### src/rtl/demux4way16_stream_if.sv
// Bundled port interface for demux4way16_stream.
//
// Handshake rule, used by every channel of this bus: a word moves across a
// valid/ready pair exactly on a rising clk edge where both valid and ready are
// 1. A producer holding valid=1 keeps its data stable until that edge; ready
// may be observed without any obligation from the other side.
//
// Signals:
//   in[WIDTH], select[2], in_valid  : producer -> demux (select 0=A,1=B,2=C,3=D)
//   in_ready                        : demux -> producer (selected channel not full)
//   outA..D[WIDTH], validA..D       : demux -> consumers (head word of each FIFO)
//   readyA..D                       : consumers -> demux (pop head word)
//   countA..D[8]                    : delivered-word counters, only with DEMUX4_STATS_EN
//
// Modports: master = the producer/consumer environment, slave = the demux.
// Optional feature macro: DEMUX4_STATS_EN.
interface demux4way16_stream_if #(
  parameter int WIDTH = 16
);
  logic [WIDTH-1:0] in;
  logic [1:0]       select;
  logic             in_valid;
  logic             in_ready;
  logic [WIDTH-1:0] outA, outB, outC, outD;
  logic             validA, validB, validC, validD;
  logic             readyA, readyB, readyC, readyD;
`ifdef DEMUX4_STATS_EN
  logic [7:0]       countA, countB, countC, countD;

  modport master (
    output in, select, in_valid, readyA, readyB, readyC, readyD,
    input  in_ready, outA, outB, outC, outD, validA, validB, validC, validD,
           countA, countB, countC, countD
  );

  modport slave (
    input  in, select, in_valid, readyA, readyB, readyC, readyD,
    output in_ready, outA, outB, outC, outD, validA, validB, validC, validD,
           countA, countB, countC, countD
  );
`else
  modport master (
    output in, select, in_valid, readyA, readyB, readyC, readyD,
    input  in_ready, outA, outB, outC, outD, validA, validB, validC, validD
  );

  modport slave (
    input  in, select, in_valid, readyA, readyB, readyC, readyD,
    output in_ready, outA, outB, outC, outD, validA, validB, validC, validD
  );
`endif
endinterface

### src/rtl/demux4way16_stream.sv
// 1-to-4 stream demultiplexer with an independent 2-entry FIFO per channel.
//
// Ports:
//   clk      : single clock, all state updates on the rising edge
//   reset_n  : synchronous active-low reset (clears pointers, occupancies, counters)
//   bus      : demux4way16_stream_if.slave (input stream, four output streams)
//
// A word offered on in/select with in_valid=1 is pushed into the FIFO named by
// select when that FIFO holds fewer than 2 words. Each output shows its FIFO
// head (0 when empty) and pops on validX & readyX. in_ready depends only on
// select and the selected occupancy, never on any consumer ready, so there is
// no combinational path from consumers back to the producer.
//
// Optional feature macro: DEMUX4_STATS_EN adds 8-bit wrapping per-channel pop
// counters countA..D.
module demux4way16_stream #(
  parameter int WIDTH = 16
) (
  input  logic                    clk,
  input  logic                    reset_n,
  demux4way16_stream_if.slave     bus
);

  logic [WIDTH-1:0] mem  [4][2];
  logic [3:0]       wp;
  logic [3:0]       rp;
  logic [1:0]       occ  [4];

  logic [3:0]       rdy;
  logic [3:0]       vld;
  logic [3:0]       push;
  logic [3:0]       pop;
  logic [WIDTH-1:0] head [4];

  assign rdy = {bus.readyD, bus.readyC, bus.readyB, bus.readyA};

  assign bus.in_ready = (occ[bus.select] != 2'd2);

  always_comb begin
    vld  = '0;
    push = '0;
    pop  = '0;
    for (int c = 0; c < 4; c++) begin
      head[c] = '0;
    end
    for (int c = 0; c < 4; c++) begin
      vld[c]  = (occ[c] != 2'd0);
      push[c] = bus.in_valid && bus.in_ready && (bus.select == 2'(c));
      // Ready on an empty channel is ignored, so no underflow is possible.
      pop[c]  = vld[c] && rdy[c];
      // Empty channels drive 0 regardless of stale storage contents.
      head[c] = vld[c] ? mem[c][rp[c]] : '0;
    end
  end

  // Pointer/occupancy state. Push and pop on the same channel in one cycle
  // cancel in occupancy while both pointers advance.
  always_ff @(posedge clk) begin
    if (!reset_n) begin
      wp <= '0;
      rp <= '0;
      for (int c = 0; c < 4; c++) begin
        occ[c] <= 2'd0;
      end
    end else begin
      for (int c = 0; c < 4; c++) begin
        if (push[c]) wp[c] <= ~wp[c];
        if (pop[c])  rp[c] <= ~rp[c];
        occ[c] <= occ[c] + {1'b0, push[c]} - {1'b0, pop[c]};
      end
    end
  end

  // Storage is deliberately not reset; occupancy alone decides what is visible.
  always_ff @(posedge clk) begin
    for (int c = 0; c < 4; c++) begin
      if (reset_n && push[c]) mem[c][wp[c]] <= bus.in;
    end
  end

  assign bus.outA   = head[0];
  assign bus.outB   = head[1];
  assign bus.outC   = head[2];
  assign bus.outD   = head[3];
  assign bus.validA = vld[0];
  assign bus.validB = vld[1];
  assign bus.validC = vld[2];
  assign bus.validD = vld[3];

`ifdef DEMUX4_STATS_EN
  logic [7:0] cnt [4];

  // Counts delivered words; wraps 255 -> 0 naturally.
  always_ff @(posedge clk) begin
    if (!reset_n) begin
      for (int c = 0; c < 4; c++) begin
        cnt[c] <= 8'd0;
      end
    end else begin
      for (int c = 0; c < 4; c++) begin
        if (pop[c]) cnt[c] <= cnt[c] + 8'd1;
      end
    end
  end

  assign bus.countA = cnt[0];
  assign bus.countB = cnt[1];
  assign bus.countC = cnt[2];
  assign bus.countD = cnt[3];
`endif

endmodule

### src/flat_wrapper.sv
// flat-port wrapper written by rule: the top's interface ports become plain ports
module demux4way16_stream_flat 
#(
  parameter int WIDTH = 16
)
  (clk, reset_n, bus_in, bus_select, bus_in_valid, bus_readyA, bus_readyB, bus_readyC, bus_readyD, bus_in_ready, bus_outA, bus_outB, bus_outC, bus_outD, bus_validA, bus_validB, bus_validC, bus_validD);
  demux4way16_stream_if #(.WIDTH(WIDTH)) bus_i ();
  input  logic clk;
  input  logic reset_n;
  input wire logic [$bits(bus_i.in)-1:0] bus_in;
  input wire logic [$bits(bus_i.select)-1:0] bus_select;
  input wire logic [$bits(bus_i.in_valid)-1:0] bus_in_valid;
  input wire logic [$bits(bus_i.readyA)-1:0] bus_readyA;
  input wire logic [$bits(bus_i.readyB)-1:0] bus_readyB;
  input wire logic [$bits(bus_i.readyC)-1:0] bus_readyC;
  input wire logic [$bits(bus_i.readyD)-1:0] bus_readyD;
  output wire logic [$bits(bus_i.in_ready)-1:0] bus_in_ready;
  output wire logic [$bits(bus_i.outA)-1:0] bus_outA;
  output wire logic [$bits(bus_i.outB)-1:0] bus_outB;
  output wire logic [$bits(bus_i.outC)-1:0] bus_outC;
  output wire logic [$bits(bus_i.outD)-1:0] bus_outD;
  output wire logic [$bits(bus_i.validA)-1:0] bus_validA;
  output wire logic [$bits(bus_i.validB)-1:0] bus_validB;
  output wire logic [$bits(bus_i.validC)-1:0] bus_validC;
  output wire logic [$bits(bus_i.validD)-1:0] bus_validD;
  assign bus_i.in = bus_in;
  assign bus_i.select = bus_select;
  assign bus_i.in_valid = bus_in_valid;
  assign bus_i.readyA = bus_readyA;
  assign bus_i.readyB = bus_readyB;
  assign bus_i.readyC = bus_readyC;
  assign bus_i.readyD = bus_readyD;
  assign bus_in_ready = bus_i.in_ready;
  assign bus_outA = bus_i.outA;
  assign bus_outB = bus_i.outB;
  assign bus_outC = bus_i.outC;
  assign bus_outD = bus_i.outD;
  assign bus_validA = bus_i.validA;
  assign bus_validB = bus_i.validB;
  assign bus_validC = bus_i.validC;
  assign bus_validD = bus_i.validD;
  demux4way16_stream #(.WIDTH(WIDTH)) u_core (.clk(clk), .reset_n(reset_n), .bus(bus_i));
endmodule
### config.mk
export PLATFORM = sky130hd
export DESIGN_NAME = demux4way16_stream_flat
export DESIGN_NICKNAME = d
export VERILOG_FILES = /design/src/rtl/demux4way16_stream_if.sv /design/src/rtl/demux4way16_stream.sv /design/src/flat_wrapper.sv
export SDC_FILE = /design/constraint.sdc
export NUM_CORES = 1
export LEC_CHECK = 0
export CORE_AREA = 2 2 111 113
export DETAILED_ROUTE_END_ITERATION = 12
export DIE_AREA = 0 0 113 115
export MAX_ROUTING_LAYER = met4
export PLACE_DENSITY = 0.75
export SYNTH_ARGS = -nofsm -noshare
export SYNTH_HDL_FRONTEND = slang
export SYNTH_SLANG_ARGS = --single-unit
### constraint.sdc
create_clock -name clk -period 10.2 [get_ports clk]
set_input_delay 2.04 -clock clk [delete_from_list [all_inputs] [get_ports clk]]
set_output_delay 2.04 -clock clk [all_outputs]
set_load 0.05 [all_outputs]
==> flow_summary.json <==
{
  "outcome": "finished, violations left",
  "violations": "DRC",
  "fin_worst_skew_ps": 6.55,
  "layout-drive-gt1-share": 0.100,
  "io_buffer_count": 93,
  "slew_viol_final": 0,
  "track_usage": 0.185,
  "ant_nets": 0,
  "cap_violations": 0,
  "start_util": 0.491,
  "final_area_um2": 7500,
  "drc": 4,
  "cts_buffer_depth": 2,
  "fp.dieH_um": 115,
  "cts_tree": "yes",
  "ys.flop_type": "edfxtp_1",
  "worstMarginPinSlew_ps": 1260,
  "period_minus_slack_ps": 6570,
  "hold_viol": 0,
  "finalCritPeriodShare": 0.644,
  "pin_count": 94,
  "cts_setup_buffers": 0,
  "grt_max_degree": 19,
  "antenna_cells": 0,
  "synth.distinct_cells": 37,
  "numCtsBuffers": 17,
  "place_area_um2": 6900,
  "cts_resized": 0,
  "overflow": 0,
  "path_max_fanout": 18,
  "routed_via_density": 5.19,
  "drt_wl_total_um": 11200,
  "synth_top_area_cell": "edfxtp_1",
  "r2r-start": "u_core.occ[0][1]",
  "grt-busiest-layer": "met2",
  "synth-edff-count": 128,
  "grt.met3_usage": 0.0506,
  "holdBufCountCts": 0,
  "worstRegToRegCells": 2,
  "ctsHtreeMaxLevel": 4,
  "cp.arrival_ps": 4530,
  "vias": 3351,
  "endpoint_kind": "primary output",
  "synth_nets": 415,
  "design.die.area_um2": 13000,
  "synth.avg_cell_area_um2": 15.0,
  "clkLatencyLatePin_ps": 400,
  "core_um2": 11800,
  "antenna_found_initial": 0,
  "place_hpwl_um": 7530,
  "fin_setup_tns_ps": 0,
  "grt_util_met1": 0.237,
  "gp_routability_congestion": 0.811,
  "netlist_instances": 386,
  "synthTopCellsByCount": "edfxtp_1, nor2_1, mux2i_1, inv_1, dfxtp_1",
  "p_per_area_nw_per_um2": 316,
  "synth_seq_area_share": 0.718,
  "fin_hold_ws_ps": 483,
  "yosys_warnings": 0,
  "cts_root_buf": "clkbuf_16",
  "synth_area_leaders": "edfxtp_1, mux2i_1, dfxtp_1",
  "fin_nets": 517,
  "drt_iter0_drc": 211,
  "critPathRequiredTime_ps": 8160,
  "die_x_um": 113,
  "leakage_nw": 2.52,
  "synth_most_common_cell": "edfxtp_1",
  "dr.pass1.iters": 8,
  "crit_path_start_kind": "primary input",
  "hold_class": "reg -> reg",
  "grt_pass1_vias": 3353,
  "synth_area_um2": 5800,
  "area.growth.synth_to_final_pct": 29.3,
  "avgRoutedWirePerCell_um": 17.3,
  "worstSetupStartpoint": "bus_select[0]",
  "row_count": 40,
  "crit_end": "bus_in_ready",
  "setup_viol": 0,
  "use_met2": 0.287,
  "grt_pass1_wl_um": 17400,
  "placed_cells": 616,
  "cts.sinks": 144,
  "regToRegSetupSlack_ps": 8360,
  "rsz0062_at_grt": "no",
  "holdPathStages": 2,
  "fmax_ghz": 0.152,
  "peakVddDrop_mv": 0.157,
  "ys_ff_latch": 144,
  "clk_pin_slew_ps": 50,
  "r2r-end": "u_core.mem[0][13]",
  "critPathKind": "in -> out",
  "slew_headroom": 0.159,
  "yosysTopAreaCellShare": 0.663,
  "instances_no_fill": 646,
  "postSynth.asyncResetShare": 0
}
cells by family (layout without fill, tap and decap cells):
kind of cell,after synthesis,count (layout),share of synthesized area
AOI/OAI and AO/OA,17,17,0.0212
xor gates and xnor gates,8,8,0.0121
adders and majority gates,4,4,0.00863
buffers and inverters,34,147,0.0287
DFF,144,144,0.718
muxes,67,67,0.118
and+or+nand+nor,112,112,0.0932
registers in the layout, indices dropped and copies added (netlist names):
name and flops:
u_core.rp 4, u_core.wp 4, u_core.occ 8, u_core.mem 128
cell type report:
| type | instances | area (um^2) |
|---|---|---|
| Sequential cell | 144 | 4160 |
| Inverter | 18 | 72.6 |
| Fill cell | 858 | 4320 |
| Tap cell | 147 | 184 |
| Clock inverter | 12 | 168 |
| Timing Repair Buffer | 99 | 976 |
| Multi-Input combinational cell | 208 | 1500 |
| Clock buffer | 18 | 429 |
layout by cell type (no fill, tap or decap), types with 4 or more instances in the layout:
master           Yosys  routed
edfxtp_1           128     128
clkdlybuf4s50_1      0      93
nor2_1              76      76
mux2i_1             66      66
inv_1               17      17
clkbuf_16            0      17
dfxtp_1             16      16
xor2_1               8       8
nand2_1              6       6
buf_4                6       6
o21ai_0              5       5
nor3_1               5       5
ha_1                 4       4
bufinv_16            0       4
where the power goes:
group / switching [mW] / total (mW) / internal [mW]
clock network: 0.217 / 0.621 / 0.404
logic: 0.662 / 1.00 / 0.340
registers: 0.0697 / 0.745 / 0.675
total: 0.949 / 2.37 / 1.42
per-stage QoR:
| stage | util | total power [mW] | setup slack, ps |
|---|---|---|---|
| 6_report | 0.635 | 2.37 | 3630 |
| 5_1_grt | 0.635 | 2.47 | 3530 |
| 4_1_cts | 0.635 | 2.39 | 3620 |
| 3_5_place_dp | 0.584 | 1.76 | 3650 |
| 3_3_place_gp | 0.584 | 1.75 | 3640 |
| 2_1_floorplan | - | 1.45 | 5100 |
layer usage:
metal / wire (um) / vias up / share of wire
li1: - / 1610 / -
met1: 4870 / 1630 / 0.44
met2: 5520 / 103 / 0.49
met3: 654 / 8 / 0.059
met4: 131 / 0 / 0.012
met5: 0 / - / 0
worst min-delay path by stage:
stage	from	end	slack, ps
after floorplan	u_core.wp[2]	u_core.wp[2]	440
after global placement	u_core.wp[2]	u_core.wp[2]	460
after detailed placement	u_core.wp[2]	u_core.wp[2]	470
after CTS	u_core.wp[2]	u_core.wp[2]	480
after global routing	u_core.wp[2]	u_core.wp[2]	520
final	u_core.wp[2]	u_core.wp[2]	480
worst max-delay path, stage by stage:
cell             delay [ps]
clkdlybuf4s50_1         870
inv_6                   240
mux4_2                  500
inv_1                    60
clkdlybuf4s50_1         790
(Power assumes the default switching activity.)
==> edit: new RTL, same settings <==
`WIDTH` is set to 16 in 3 places; all go to 20.
--- a/src/rtl/demux4way16_stream_if.sv
+++ b/src/rtl/demux4way16_stream_if.sv
@@ -15,7 +15,7 @@
 // Modports: master = the producer/consumer environment, slave = the demux.
 // Optional feature macro: DEMUX4_STATS_EN.
 interface demux4way16_stream_if #(
-  parameter int WIDTH = 16
+  parameter int WIDTH = 20
 );
   logic [WIDTH-1:0] in;
   logic [1:0]       select;
--- a/src/rtl/demux4way16_stream.sv
+++ b/src/rtl/demux4way16_stream.sv
@@ -14,7 +14,7 @@
 // Optional feature macro: DEMUX4_STATS_EN adds 8-bit wrapping per-channel pop
 // counters countA..D.
 module demux4way16_stream #(
-  parameter int WIDTH = 16
+  parameter int WIDTH = 20
 ) (
   input  logic                    clk,
   input  logic                    reset_n,
--- a/src/flat_wrapper.sv
+++ b/src/flat_wrapper.sv
@@ -1,7 +1,7 @@
 // flat-port wrapper written by rule: the top's interface ports become plain ports
 module demux4way16_stream_flat 
 #(
-  parameter int WIDTH = 16
+  parameter int WIDTH = 20
 )
   (clk, reset_n, bus_in, bus_select, bus_in_valid, bus_readyA, bus_readyB, bus_readyC, bus_readyD, bus_in_ready, bus_outA, bus_outB, bus_outC, bus_outD, bus_validA, bus_validB, bus_validC, bus_validD);
   demux4way16_stream_if #(.WIDTH(WIDTH)) bus_i ();
Ports: changed (5 resized); port bits go from 94 to 114. The function was not compared with the original's and may differ.
==> edit against the original RTL <==
The run still ends with design-rule violations left. Critical path depth did not move. Area after synthesis rose by 21%. Total power rose by 17%. Sequential share of layout area rose by 2.1 points. Clock skew rose by 1.8 ps. Setup slack improved by 27 ps. Synthesized cell count rose by 19%. Hold slack improved by 0.94 ps. Wire length rose by 36%. Cell count rose by 14%. Sequential cell count rose by 32. Highest routed layer unchanged. First-iteration DRC count rose by 99%. Cell area rose by 19%.
==> edit: results (changes against the original RTL) <==
[sta]
worst_clock_skew_ps = 8.40  ; was 6.55 ps
max_slew.worst_pin.slew_ps = 1280  ; was 1260 ps

[power]
ir_drop_mv = 0.271  ; was 0.157 mV
p_sw_share_pct = 42.7  ; was 40.1%

[placement]
port_buffers = 113  ; was 93
detailedPlacementHpwl_microns = 9290  ; was 7530 microns

[cells_and_area]
fillerInstances = 751  ; was 858
final_nets = 607  ; was 517
final_layout_size_suffix_gt1_share_pct = 10.9  ; was 10.0%
largest_register_ffs = 160  ; was 128

[global_route]
grt_first_pass_wirelength_microns = 22900  ; was 17400 microns
grt_start_max_net_pins = 22  ; was 19
grt.total_usage_pct = 24.9  ; was 18.5%

[critical_path]
cpPeakStageDelay_ps = 850  ; was 870 ps
regToRegSetupSlack_ps = 7970  ; was 8360 ps
reg2reg_to = u_core.mem[1][27]  ; was u_core.mem[0][13]
reg2reg_depth = 3  ; was 2
worstReg2RegStart = u_core.occ[1][0]  ; was u_core.occ[0][1]

[detailed_routing]
drt_drc_violations_left = 5  ; was 4
drt_iter0_drc = 419  ; was 211
via_per_inst = 5.62  ; was 5.19

[run_status]
violations = design-rule violations  ; unchanged
status = finished, violations left  ; unchanged

[clocking]
clock_latency_ps = 420  ; was 400 ps

[logic_synthesis]
yosys.cell_types.count = 39  ; was 37
synth_seq_area_share_pct = 73.1  ; was 71.8%

[edit: changes by cell type after synthesis, moves of 6 or more]
cell	unedited run	this run
sky130_fd_sc_hd__buf_4	6	0
sky130_fd_sc_hd__clkbuf_1	1	13
sky130_fd_sc_hd__edfxtp_1	128	160
sky130_fd_sc_hd__mux2i_1	66	82
sky130_fd_sc_hd__nor2_1	76	92
[edit: how the worst max path moves through the flow]
stage / slack [ps] / start / end / depth (start not counted)
2_1_floorplan: 5140 / bus_select[0] / bus_in_ready / 4
3_3_place_gp: 3730 / bus_select[0] / bus_in_ready / 5
3_5_place_dp: 3700 / bus_select[0] / bus_in_ready / 5
4_1_cts: 3690 / bus_select[0] / bus_in_ready / 5
5_1_grt: 3580 / bus_select[0] / bus_in_ready / 5
6_report: 3660 / bus_select[0] / bus_in_ready / 5
[edit: kinds of logic after synthesis]
kind of cell	after synthesis	share of synthesized area, %
buf+inv	42	2.61
flops	176	73.1
xor+xnor	8	0.999
simple gates	128	8.90
compound gates	17	1.66
fa+ha+maj	4	0.714
mux	83	12.0
[edit: per-stage QoR]
step	area, sq um	util, %	worst slack, ps	instances	total power, mW
floorplan	7010	-	5140	458	1.74
global placement	8310	70.3	3730	702	2.16
detailed placement	8310	70.3	3700	702	2.17
CTS	8890	75.2	3690	734	2.79
global route	8890	75.2	3580	734	2.87
finish	8890	75.2	3660	734	2.77
[edit: worst min-delay path, stage by stage (launching register included)]
cell	delay (ps)
sky130_fd_sc_hd__dfxtp_1	330
sky130_fd_sc_hd__nand2_1	60
sky130_fd_sc_hd__o21bai_1	50
[edit: routing by layer]
layer	global-route usage [%]	vias up	share of wire [%]
li1	-	1903	-
met1	31.6	2024	41
met2	39.8	168	50
met3	5.38	28	5.8
met4	9.84	0	2.7
met5	-	-	0
[edit: power groups by stage]
| stage | Sequential, mW | Combinational (mW) | Clock [mW] |
|---|---|---|---|
| floorplan | 0.854 | 0.889 | 0 |
| global placement | 0.883 | 1.27 | 0 |
| detailed placement | 0.885 | 1.29 | 0 |
| CTS | 0.871 | 1.29 | 0.627 |
| global route | 0.876 | 1.34 | 0.657 |
| finish | 0.871 | 1.28 | 0.617 |
[edit: cell type report]
| type | count | area share [%] |
|---|---|---|
| clock buffers | 23 | 5.74 |
| repair buffers | 121 | 13.4 |
| inverters | 18 | 0.817 |
| multi-input cells | 240 | 19.5 |
| clock inverters | 9 | 0.746 |
| well taps | 147 | 2.07 |
| flip-flops and latches | 176 | 57.7 |
